[src/rtl/id_pkg.sv]
// Shared decode constants and the control bundle carried by the decode stage.
package id_pkg;

  // Major opcodes
  localparam logic [6:0] OPC_LOAD      = 7'b0000011;
  localparam logic [6:0] OPC_OP_IMM    = 7'b0010011;
  localparam logic [6:0] OPC_AUIPC     = 7'b0010111;
  localparam logic [6:0] OPC_OP_IMM_32 = 7'b0011011;
  localparam logic [6:0] OPC_STORE     = 7'b0100011;
  localparam logic [6:0] OPC_OP        = 7'b0110011;
  localparam logic [6:0] OPC_LUI       = 7'b0110111;
  localparam logic [6:0] OPC_OP_32     = 7'b0111011;
  localparam logic [6:0] OPC_BRANCH    = 7'b1100011;
  localparam logic [6:0] OPC_JALR      = 7'b1100111;
  localparam logic [6:0] OPC_JAL       = 7'b1101111;

  // ALU func3 values that need special operand handling
  localparam logic [2:0] F3_ADD = 3'b000;
  localparam logic [2:0] F3_SLL = 3'b001;
  localparam logic [2:0] F3_SR  = 3'b101;

  // Load func3
  localparam logic [2:0] F3_LB  = 3'b000;
  localparam logic [2:0] F3_LH  = 3'b001;
  localparam logic [2:0] F3_LW  = 3'b010;
  localparam logic [2:0] F3_LD  = 3'b011;
  localparam logic [2:0] F3_LBU = 3'b100;
  localparam logic [2:0] F3_LHU = 3'b101;
  localparam logic [2:0] F3_LWU = 3'b110;

  // Store func3
  localparam logic [2:0] F3_SB = 3'b000;
  localparam logic [2:0] F3_SH = 3'b001;
  localparam logic [2:0] F3_SW = 3'b010;
  localparam logic [2:0] F3_SD = 3'b011;

  // Branch func3
  localparam logic [2:0] F3_BEQ  = 3'b000;
  localparam logic [2:0] F3_BNE  = 3'b001;
  localparam logic [2:0] F3_BLT  = 3'b100;
  localparam logic [2:0] F3_BGE  = 3'b101;
  localparam logic [2:0] F3_BLTU = 3'b110;
  localparam logic [2:0] F3_BGEU = 3'b111;

  // func7 / func6 patterns
  localparam logic [6:0] F7_BASE = 7'b0000000;
  localparam logic [6:0] F7_ALT  = 7'b0100000;
  localparam logic [5:0] F6_BASE = 6'b000000;
  localparam logic [5:0] F6_ALT  = 6'b010000;

  typedef enum logic [2:0] {
    IMM_NONE,
    IMM_I,
    IMM_S,
    IMM_B,
    IMM_J,
    IMM_U
  } imm_type_e;

  typedef struct packed {
    logic mem_ren;
    logic mem_wen;
    logic reg_wen;
    logic word_op;
    logic illegal;
  } ctrl_t;

endpackage

[src/rtl/id_imm_gen.sv]
// Immediate generator: picks the immediate format from the opcode and
// sign-extends it to XLEN. Purely combinational.
module id_imm_gen
  import id_pkg::*;
#(
  parameter int XLEN = 64
) (
  input  logic [31:0]     inst,
  output logic [XLEN-1:0] imm,
  output imm_type_e       imm_type
);

  // Fill with the sign bit first, then overwrite the low bits with the field.
  always_comb begin
    imm      = '0;
    imm_type = IMM_NONE;
    case (inst[6:0])
      OPC_LOAD, OPC_OP_IMM, OPC_OP_IMM_32, OPC_JALR: begin
        imm_type  = IMM_I;
        imm       = {XLEN{inst[31]}};
        imm[11:0] = inst[31:20];
      end
      OPC_STORE: begin
        imm_type  = IMM_S;
        imm       = {XLEN{inst[31]}};
        imm[11:0] = {inst[31:25], inst[11:7]};
      end
      OPC_BRANCH: begin
        imm_type  = IMM_B;
        imm       = {XLEN{inst[31]}};
        imm[12:0] = {inst[31], inst[7], inst[30:25], inst[11:8], 1'b0};
      end
      OPC_JAL: begin
        imm_type  = IMM_J;
        imm       = {XLEN{inst[31]}};
        imm[20:0] = {inst[31], inst[19:12], inst[20], inst[30:21], 1'b0};
      end
      OPC_LUI, OPC_AUIPC: begin
        imm_type  = IMM_U;
        imm       = {XLEN{inst[31]}};
        imm[31:0] = {inst[31:12], 12'b0};
      end
      default: ;
    endcase
  end

endmodule

[src/rtl/id_stage.sv]
// Registered RV32/RV64 decode stage: decodes, reads the register file,
// detects load-use hazards against EX and holds the result in one output register.
//
// Handshake: a transfer happens on a rising edge where valid && ready are both 1.
// Upstream: accept = in_valid_i && in_ready_o; in_ready_o never depends on in_valid_i.
// Downstream: once out_valid_o is 1 the output register is frozen until out_ready_i is 1.
module id_stage
  import id_pkg::*;
#(
  parameter int XLEN = 64
) (
  input  logic            clk,
  input  logic            rst,
  input  logic            flush_i,
  input  logic            in_valid_i,
  output logic            in_ready_o,
  input  logic [31:0]     inst_i,
  input  logic [XLEN-1:0] inst_addr_i,
  output logic [4:0]      rs1_addr_o,
  output logic [4:0]      rs2_addr_o,
  input  logic [XLEN-1:0] rs1_data_i,
  input  logic [XLEN-1:0] rs2_data_i,
  input  logic            ex_load_vld_i,
  input  logic [4:0]      ex_load_rd_i,
  output logic            out_valid_o,
  input  logic            out_ready_i,
  output logic [31:0]     inst_o,
  output logic [XLEN-1:0] inst_addr_o,
  output logic [XLEN-1:0] op1_o,
  output logic [XLEN-1:0] op2_o,
  output logic [XLEN-1:0] rs2_store_o,
  output logic [XLEN-1:0] base_addr_o,
  output logic [XLEN-1:0] offset_addr_o,
  output logic [4:0]      rd_addr_o,
  output logic            reg_wen_o,
  output logic            mem_ren_o,
  output logic            mem_wen_o,
  output logic            word_op_o,
  output logic            illegal_o
);

  localparam int SHW  = $clog2(XLEN);
  localparam bit IS64 = (XLEN == 64);

  logic [6:0] opcode;
  logic [2:0] f3;
  logic [6:0] f7;
  logic [5:0] f6;

  assign opcode = inst_i[6:0];
  assign f3     = inst_i[14:12];
  assign f7     = inst_i[31:25];
  assign f6     = inst_i[31:26];

  logic [XLEN-1:0] imm;
  imm_type_e       imm_type;

  id_imm_gen #(.XLEN(XLEN)) u_imm_gen (
    .inst     (inst_i),
    .imm      (imm),
    .imm_type (imm_type)
  );

  // Decoded (combinational) view of the instruction at the input
  logic            use_rs1, use_rs2, rd_wr, ill;
  ctrl_t           dec_ctrl;
  logic [4:0]      dec_rd;
  logic [XLEN-1:0] dec_op1, dec_op2, dec_base, dec_offset, dec_store;

  // Opcode/func decode, operand selection and legality; illegal encodings clear everything else.
  always_comb begin
    use_rs1    = 1'b0;
    use_rs2    = 1'b0;
    rd_wr      = 1'b0;
    ill        = 1'b0;
    dec_ctrl   = '0;
    dec_rd     = '0;
    dec_op1    = '0;
    dec_op2    = (imm_type == IMM_NONE) ? rs2_data_i : imm;
    dec_base   = '0;
    dec_offset = '0;
    dec_store  = '0;
    case (opcode)
      OPC_OP_IMM: begin
        use_rs1 = 1'b1;
        rd_wr   = 1'b1;
        dec_op1 = rs1_data_i;
        if (f3 == F3_SLL || f3 == F3_SR) begin
          dec_op2          = '0;
          dec_op2[SHW-1:0] = inst_i[20 +: SHW];
          // bit 25 is shamt[5] on RV64 but must be zero on RV32
          ill = (!IS64 && inst_i[25]) ||
                !((f6 == F6_BASE) || (f3 == F3_SR && f6 == F6_ALT));
        end
      end
      OPC_OP: begin
        use_rs1 = 1'b1;
        use_rs2 = 1'b1;
        rd_wr   = 1'b1;
        dec_op1 = rs1_data_i;
        dec_op2 = rs2_data_i;
        if (f3 == F3_SLL || f3 == F3_SR) begin
          dec_op2          = '0;
          dec_op2[SHW-1:0] = rs2_data_i[SHW-1:0];
        end
        ill = !((f7 == F7_BASE) || (f7 == F7_ALT && (f3 == F3_ADD || f3 == F3_SR)));
      end
      OPC_OP_IMM_32: begin
        use_rs1          = 1'b1;
        rd_wr            = 1'b1;
        dec_ctrl.word_op = 1'b1;
        dec_op1          = rs1_data_i;
        if (f3 == F3_SLL || f3 == F3_SR) begin
          dec_op2      = '0;
          dec_op2[4:0] = inst_i[24:20];
        end
        case (f3)
          F3_ADD:  ill = 1'b0;
          F3_SLL:  ill = (f7 != F7_BASE);
          F3_SR:   ill = !(f7 == F7_BASE || f7 == F7_ALT);
          default: ill = 1'b1;
        endcase
        if (!IS64) ill = 1'b1;
      end
      OPC_OP_32: begin
        use_rs1          = 1'b1;
        use_rs2          = 1'b1;
        rd_wr            = 1'b1;
        dec_ctrl.word_op = 1'b1;
        dec_op1          = rs1_data_i;
        dec_op2          = rs2_data_i;
        if (f3 == F3_SLL || f3 == F3_SR) begin
          dec_op2      = '0;
          dec_op2[4:0] = rs2_data_i[4:0];
        end
        case (f3)
          F3_ADD, F3_SR: ill = !(f7 == F7_BASE || f7 == F7_ALT);
          F3_SLL:        ill = (f7 != F7_BASE);
          default:       ill = 1'b1;
        endcase
        if (!IS64) ill = 1'b1;
      end
      OPC_LOAD: begin
        use_rs1          = 1'b1;
        rd_wr            = 1'b1;
        dec_ctrl.mem_ren = 1'b1;
        dec_op1          = rs1_data_i;
        dec_op2          = imm;
        dec_base         = rs1_data_i;
        dec_offset       = imm;
        case (f3)
          F3_LB, F3_LH, F3_LW, F3_LBU, F3_LHU: ill = 1'b0;
          F3_LD, F3_LWU:                       ill = !IS64;
          default:                             ill = 1'b1;
        endcase
      end
      OPC_STORE: begin
        use_rs1          = 1'b1;
        use_rs2          = 1'b1;
        dec_ctrl.mem_wen = 1'b1;
        dec_op1          = rs1_data_i;
        dec_op2          = imm;
        dec_base         = rs1_data_i;
        dec_offset       = imm;
        dec_store        = rs2_data_i;
        case (f3)
          F3_SB, F3_SH, F3_SW: ill = 1'b0;
          F3_SD:               ill = !IS64;
          default:             ill = 1'b1;
        endcase
      end
      OPC_BRANCH: begin
        use_rs1    = 1'b1;
        use_rs2    = 1'b1;
        dec_op1    = rs1_data_i;
        dec_op2    = rs2_data_i;
        dec_base   = inst_addr_i;
        dec_offset = imm;
        case (f3)
          F3_BEQ, F3_BNE, F3_BLT, F3_BGE, F3_BLTU, F3_BGEU: ill = 1'b0;
          default:                                         ill = 1'b1;
        endcase
      end
      OPC_JAL: begin
        rd_wr      = 1'b1;
        dec_op1    = inst_addr_i;
        dec_op2    = imm;
        dec_base   = inst_addr_i;
        dec_offset = imm;
      end
      OPC_JALR: begin
        use_rs1    = 1'b1;
        rd_wr      = 1'b1;
        dec_op1    = rs1_data_i;
        dec_op2    = imm;
        dec_base   = rs1_data_i;
        dec_offset = imm;
        ill        = (f3 != 3'b000);
      end
      OPC_LUI: begin
        rd_wr   = 1'b1;
        dec_op1 = '0;
        dec_op2 = imm;
      end
      OPC_AUIPC: begin
        rd_wr   = 1'b1;
        dec_op1 = inst_addr_i;
        dec_op2 = imm;
      end
      default: ill = 1'b1;
    endcase

    if (ill) begin
      use_rs1    = 1'b0;
      use_rs2    = 1'b0;
      rd_wr      = 1'b0;
      dec_ctrl   = '0;
      dec_op1    = '0;
      dec_op2    = '0;
      dec_base   = '0;
      dec_offset = '0;
      dec_store  = '0;
    end
    dec_ctrl.illegal = ill;
    dec_rd           = rd_wr ? inst_i[11:7] : 5'd0;
    dec_ctrl.reg_wen = rd_wr && (dec_rd != 5'd0);
  end

  // Unused source fields read as x0 so they never match a pending load.
  assign rs1_addr_o = use_rs1 ? inst_i[19:15] : 5'd0;
  assign rs2_addr_o = use_rs2 ? inst_i[24:20] : 5'd0;

  logic hazard, accept;
  logic out_valid_q;

  assign hazard = ex_load_vld_i && (ex_load_rd_i != 5'd0) &&
                  ((ex_load_rd_i == rs1_addr_o) || (ex_load_rd_i == rs2_addr_o));
  assign in_ready_o = !hazard && (!out_valid_q || out_ready_i);
  assign accept     = in_valid_i && in_ready_o;

  ctrl_t ctrl_q;

  // Output register: reset > flush > accept > drain; data fields only change on accept.
  always_ff @(posedge clk) begin
    if (rst) begin
      out_valid_q   <= 1'b0;
      inst_o        <= '0;
      inst_addr_o   <= '0;
      op1_o         <= '0;
      op2_o         <= '0;
      rs2_store_o   <= '0;
      base_addr_o   <= '0;
      offset_addr_o <= '0;
      rd_addr_o     <= '0;
      ctrl_q        <= '0;
    end else if (flush_i) begin
      out_valid_q <= 1'b0;
    end else if (accept) begin
      out_valid_q   <= 1'b1;
      inst_o        <= inst_i;
      inst_addr_o   <= inst_addr_i;
      op1_o         <= dec_op1;
      op2_o         <= dec_op2;
      rs2_store_o   <= dec_store;
      base_addr_o   <= dec_base;
      offset_addr_o <= dec_offset;
      rd_addr_o     <= dec_rd;
      ctrl_q        <= dec_ctrl;
    end else if (out_ready_i) begin
      out_valid_q <= 1'b0;
    end
  end

  assign out_valid_o = out_valid_q;
  assign reg_wen_o   = ctrl_q.reg_wen;
  assign mem_ren_o   = ctrl_q.mem_ren;
  assign mem_wen_o   = ctrl_q.mem_wen;
  assign word_op_o   = ctrl_q.word_op;
  assign illegal_o   = ctrl_q.illegal;

endmodule
[config.mk]
export PLATFORM = sky130hd
export DESIGN_NAME = id_stage
export DESIGN_NICKNAME = d
export VERILOG_FILES = /design/src/rtl/id_pkg.sv /design/src/rtl/id_imm_gen.sv /design/src/rtl/id_stage.sv
export SDC_FILE = /design/constraint.sdc
export NUM_CORES = 1
export LEC_CHECK = 0
export BUFFER_PORTS_ARGS = -buffer_cell sky130_fd_sc_hd__buf_4
export CELL_PAD_IN_SITES_DETAIL_PLACEMENT = 2
export CELL_PAD_IN_SITES_GLOBAL_PLACEMENT = 2
export CORE_MARGIN = 2
export CORE_UTILIZATION = 27
export DETAILED_ROUTE_END_ITERATION = 6
export PLACE_DENSITY = 0.91
export RECOVER_POWER = 25
export SLEW_MARGIN = 10
export SYNTH_ARGS = -nofsm -noshare
export SYNTH_HDL_FRONTEND = slang
export SYNTH_SLANG_ARGS = --single-unit
export TNS_END_PERCENT = 20
[constraint.sdc]
create_clock -name clk -period 3.4 [get_ports clk]
set_input_delay 0.34 -clock clk [delete_from_list [all_inputs] [get_ports clk]]
set_output_delay 0.34 -clock clk [all_outputs]
set_load 0.05 [all_outputs]
==> flow_summary_export.csv <==
group,metric,value,unit
drt,ant_nets,0,
critical_path,cp-start-kind,"primary input",
sta,grt_setup_unrepaired,"false",
synthesis,synth_seq_cells,395,
drt,vias,21800,
drt,drc,0,
clock_tree,post-cts-setup-buffers,0,
cells_and_area,area_delta_synth_final,40.7,%
global_routing,track_usage,30.3,%
synthesis,synth_enable_flop_cells,0,
global_routing,grt_pass1_wl,162,mm
synthesis,yosysTopAreaCell,"dfxtp_1",
cells_and_area,final_nets,3094,
sta,whs,0.0342,ns
critical_path,slowest_delay,0.61,ns
sta,slew_headroom,19.5,%
power,power,11900,µW
place,dp_slack,-0.00912,ns
outcome,status,"complete, no violations",
floorplanning,die_y,264,µm
critical_path,path_max_fanout,5,
floorplanning,die_x,264,µm
place,hpwlAfterDp,75.0,mm
synthesis,netlist_top_cells_area,"dfxtp_1 43%, o21ai_0 6.9%, a21oi_1 5.3%, nand2_1 5.0%, nand3_1 4.5%",
power,powerDensity,460,mW/mm²
clock_tree,clk_pin_slew,0.06,ns
critical_path,reg2reg_slack,1.00,ns
cells_and_area,drive_gt1_share,23.6,%
worst_hold_path,hp-class,"primary input to register",
sta,fin_crit_sh,94.7,%
synthesis,synth_top_area_share,43.2,%
power,ir_worst_vdd,0.351,mV
sta,setup-tns-final,0,ns
global_routing,grt-ovfl-total,0,
place,gp_congestion,0.914,
synthesis,syn_nets,2515,
critical_path,cp_num_buf_inv,3,
clock_tree,cts_made_buffers,49,
job,drv_cap,0,
clock_tree,cts.sinks,395,
drt,wl_per_cell,29.3,µm
sta,setup_viol_count_final,0,
synthesis,syn_inst,2280,
clock_tree,cts_tree,"done",
power,p_leak,0.00963,µW
clock_tree,cts_max_level,2,
synthesis,synth_warnings,0,
floorplanning,start_util,27.3,%
critical_path,cp.arrival,2.88,ns
synthesis,synth.avg_cell_area,8.04,µm²
global_routing,grt_antenna_before_repair,5,
critical_path,critical_path_class,"primary input to primary output",
synthesis,synth_area,0.0183,mm²
sta,clock_skew,0.0211,ns
clock_tree,clk_path_buf_depth,3,
sta,worstMarginPinSlew,1.21,ns
drt,drtIter0Drc,1954,
clock_tree,root_buffer,"clkbuf_16",
sta,setup_ws,0.180,ns
critical_path,path_cells,"buf_4, nor4_4, a21boi_1, o31ai_1, nand4_1, nor4b_1, buf_4, o22ai_4, and2_1, buf_4",
critical_path,critical-path-slowest-cell,"nor4b_1",
synthesis,async_reset_ff_share,0,%
global_routing,grt_max_degree,93,
floorplanning,die_area,0.0700,mm²
drt,viasPerCell,5.79,
sta,fin_crit,3.22,ns
synthesis,yosysUniqueCellTypes,67,
drt,dr.pass1.iters,7,
synthesis,yosysSeqAreaShare,43.2,%
floorplanning,core-area,0.0672,mm²
floorplanning,io_pins,673,
cells_and_area,fillCellCount,7567,
clock_tree,clkLatencyLatePin,0.60,ns
critical_path,crit_top_cell,"buf_4",
sta,timing.fmax,311,MHz
global_routing,first_global_vias,23600,
synthesis,synth-main-ff-cell,"dfxtp_1",
place,port_buffers,672,
sta,slew_violations,0,
drt,wirelength,111,mm
floorplanning,row_count,95,
critical_path,cp-end-kind,"primary output",
critical_path,cp.required,3.06,ns
critical_path,cpLargestDelayFamily,"simple AND/OR/NAND/NOR gates",
sta,finalHoldViolations,0,
[tightest hold or removal path, stage by stage]
cell and delay (ns):
buf_4 0.13, nand3_1 0.06, a21oi_1 0.05
[synthesized netlist by cell type, drive strengths merged, types with 15 or more instances]
| cell type | count |
|---|---|
| nor4 | 72 |
| dfxtp | 395 |
| nor2 | 24 |
| o21bai | 69 |
| a21oi | 193 |
| nand2 | 244 |
| a22o | 73 |
| buf | 110 |
| nand4 | 114 |
| a21boi | 33 |
| o21ai | 342 |
| nor3 | 15 |
| clkbuf | 186 |
| mux2i | 35 |
| nand3 | 164 |
| a22oi | 70 |
| inv | 26 |
[layout by cell type (no fill, tap or decap), types with 6 or more instances in the layout]
master / synthesis / routed
buf_4: 43 / 545
dfxtp_1: 395 / 395
o21ai_0: 252 / 252
nand2_1: 243 / 243
clkbuf_1: 185 / 217
a21oi_1: 193 / 193
nand3_1: 164 / 164
nand4_1: 114 / 114
o21ai_1: 90 / 89
a22o_1: 73 / 73
nor4_1: 71 / 70
a22oi_1: 70 / 70
o21bai_1: 69 / 69
clkbuf_16: 0 / 49
mux2i_1: 35 / 35
dlygate4sd3_1: 0 / 35
buf_12: 0 / 35
a21boi_0: 32 / 32
inv_1: 25 / 25
nor2_1: 23 / 20
nor3_1: 14 / 12
nor2b_1: 11 / 11
clkbuf_8: 0 / 11
a21o_1: 10 / 10
nand2b_1: 9 / 9
and2_1: 10 / 9
o32ai_1: 6 / 6
mux2_1: 6 / 6
clkinv_2: 0 / 6
[metal layers]
| metal | track usage (%) | share of wire, % | vias to the layer above |
|---|---|---|---|
| met5 | 0 | 0.024 | - |
| met1 | 34.5 | 38 | 11100 |
| met4 | 14.9 | 5.4 | 4 |
| met3 | 8.00 | 7.8 | 287 |
| li1 | - | - | 9428 |
| met2 | 52.3 | 48 | 1006 |
[cells by family after synthesis]
family | share of synthesized area (%)
xor gates and xnor gates | 0.382
muxes | 2.28
AOI/OAI and AO/OA | 27.5
buffers and inverters | 7.92
DFF | 43.2
and+or+nand+nor | 18.8
[what timing repair did]
| item | 4_1_cts | 5_1_grt |
|---|---|---|
| hold buffers | 35 | 0 |
| gates resized for setup | 0 | 0 |
| endpoints found under the hold margin | 36 | 0 |
[path summary, 6_finish.rpt]
path | from | depth (start not counted) | endpoint
setup / recovery | inst_i[31] | 10 | in_ready_o
hold / removal | inst_addr_i[43] | 3 | inst_addr_o[43]$_SDFFE_PP0P_
setup reg to reg | out_valid_o$_SDFFE_PP0P_ | 6 | rs2_store_o[26]$_SDFFE_PP0P_
hold reg to reg | rs2_store_o[3]$_SDFFE_PP0P_ | 2 | rs2_store_o[3]$_SDFFE_PP0P_
[through the flow]
step	std cells	cell area (µm²)	util, %
floorplan	2280	18300	-
global placement	3646	24500	36.5
detailed placement	3646	24500	36.5
CTS	3768	26500	39.5
global route	3770	25800	38.4
finish	3770	25800	38.4
[state kept, by name, indices dropped and copies added (netlist names), 5 cells and up]
name           count
rd_addr_o          5
rs2_store_o       64
base_addr_o       64
inst_o            32
op2_o             64
offset_addr_o     32
op1_o             64
inst_addr_o       64
[final cells by class]
type,count,area (µm²),share of cell area (%)
well taps,873,1090,4.24
clock buffers,69,1410,5.48
diodes,2,5.00,0.0194
inverters,26,103,0.398
flip-flops and latches,395,7910,30.7
clock inverters,18,255,0.991
repair buffers,824,5930,23.0
multi-input cells,1563,9060,35.2
[power breakdown]
part	total [µW]	leakage [µW]	internal, µW	switching, µW
clock network	5570	0.000819	3270	2300
registers	4740	0.00319	4700	42.0
logic	1550	0.00562	506	1040
total	11900	0.00963	8480	3380
No activity file was read; power rests on OpenSTA's default activity.
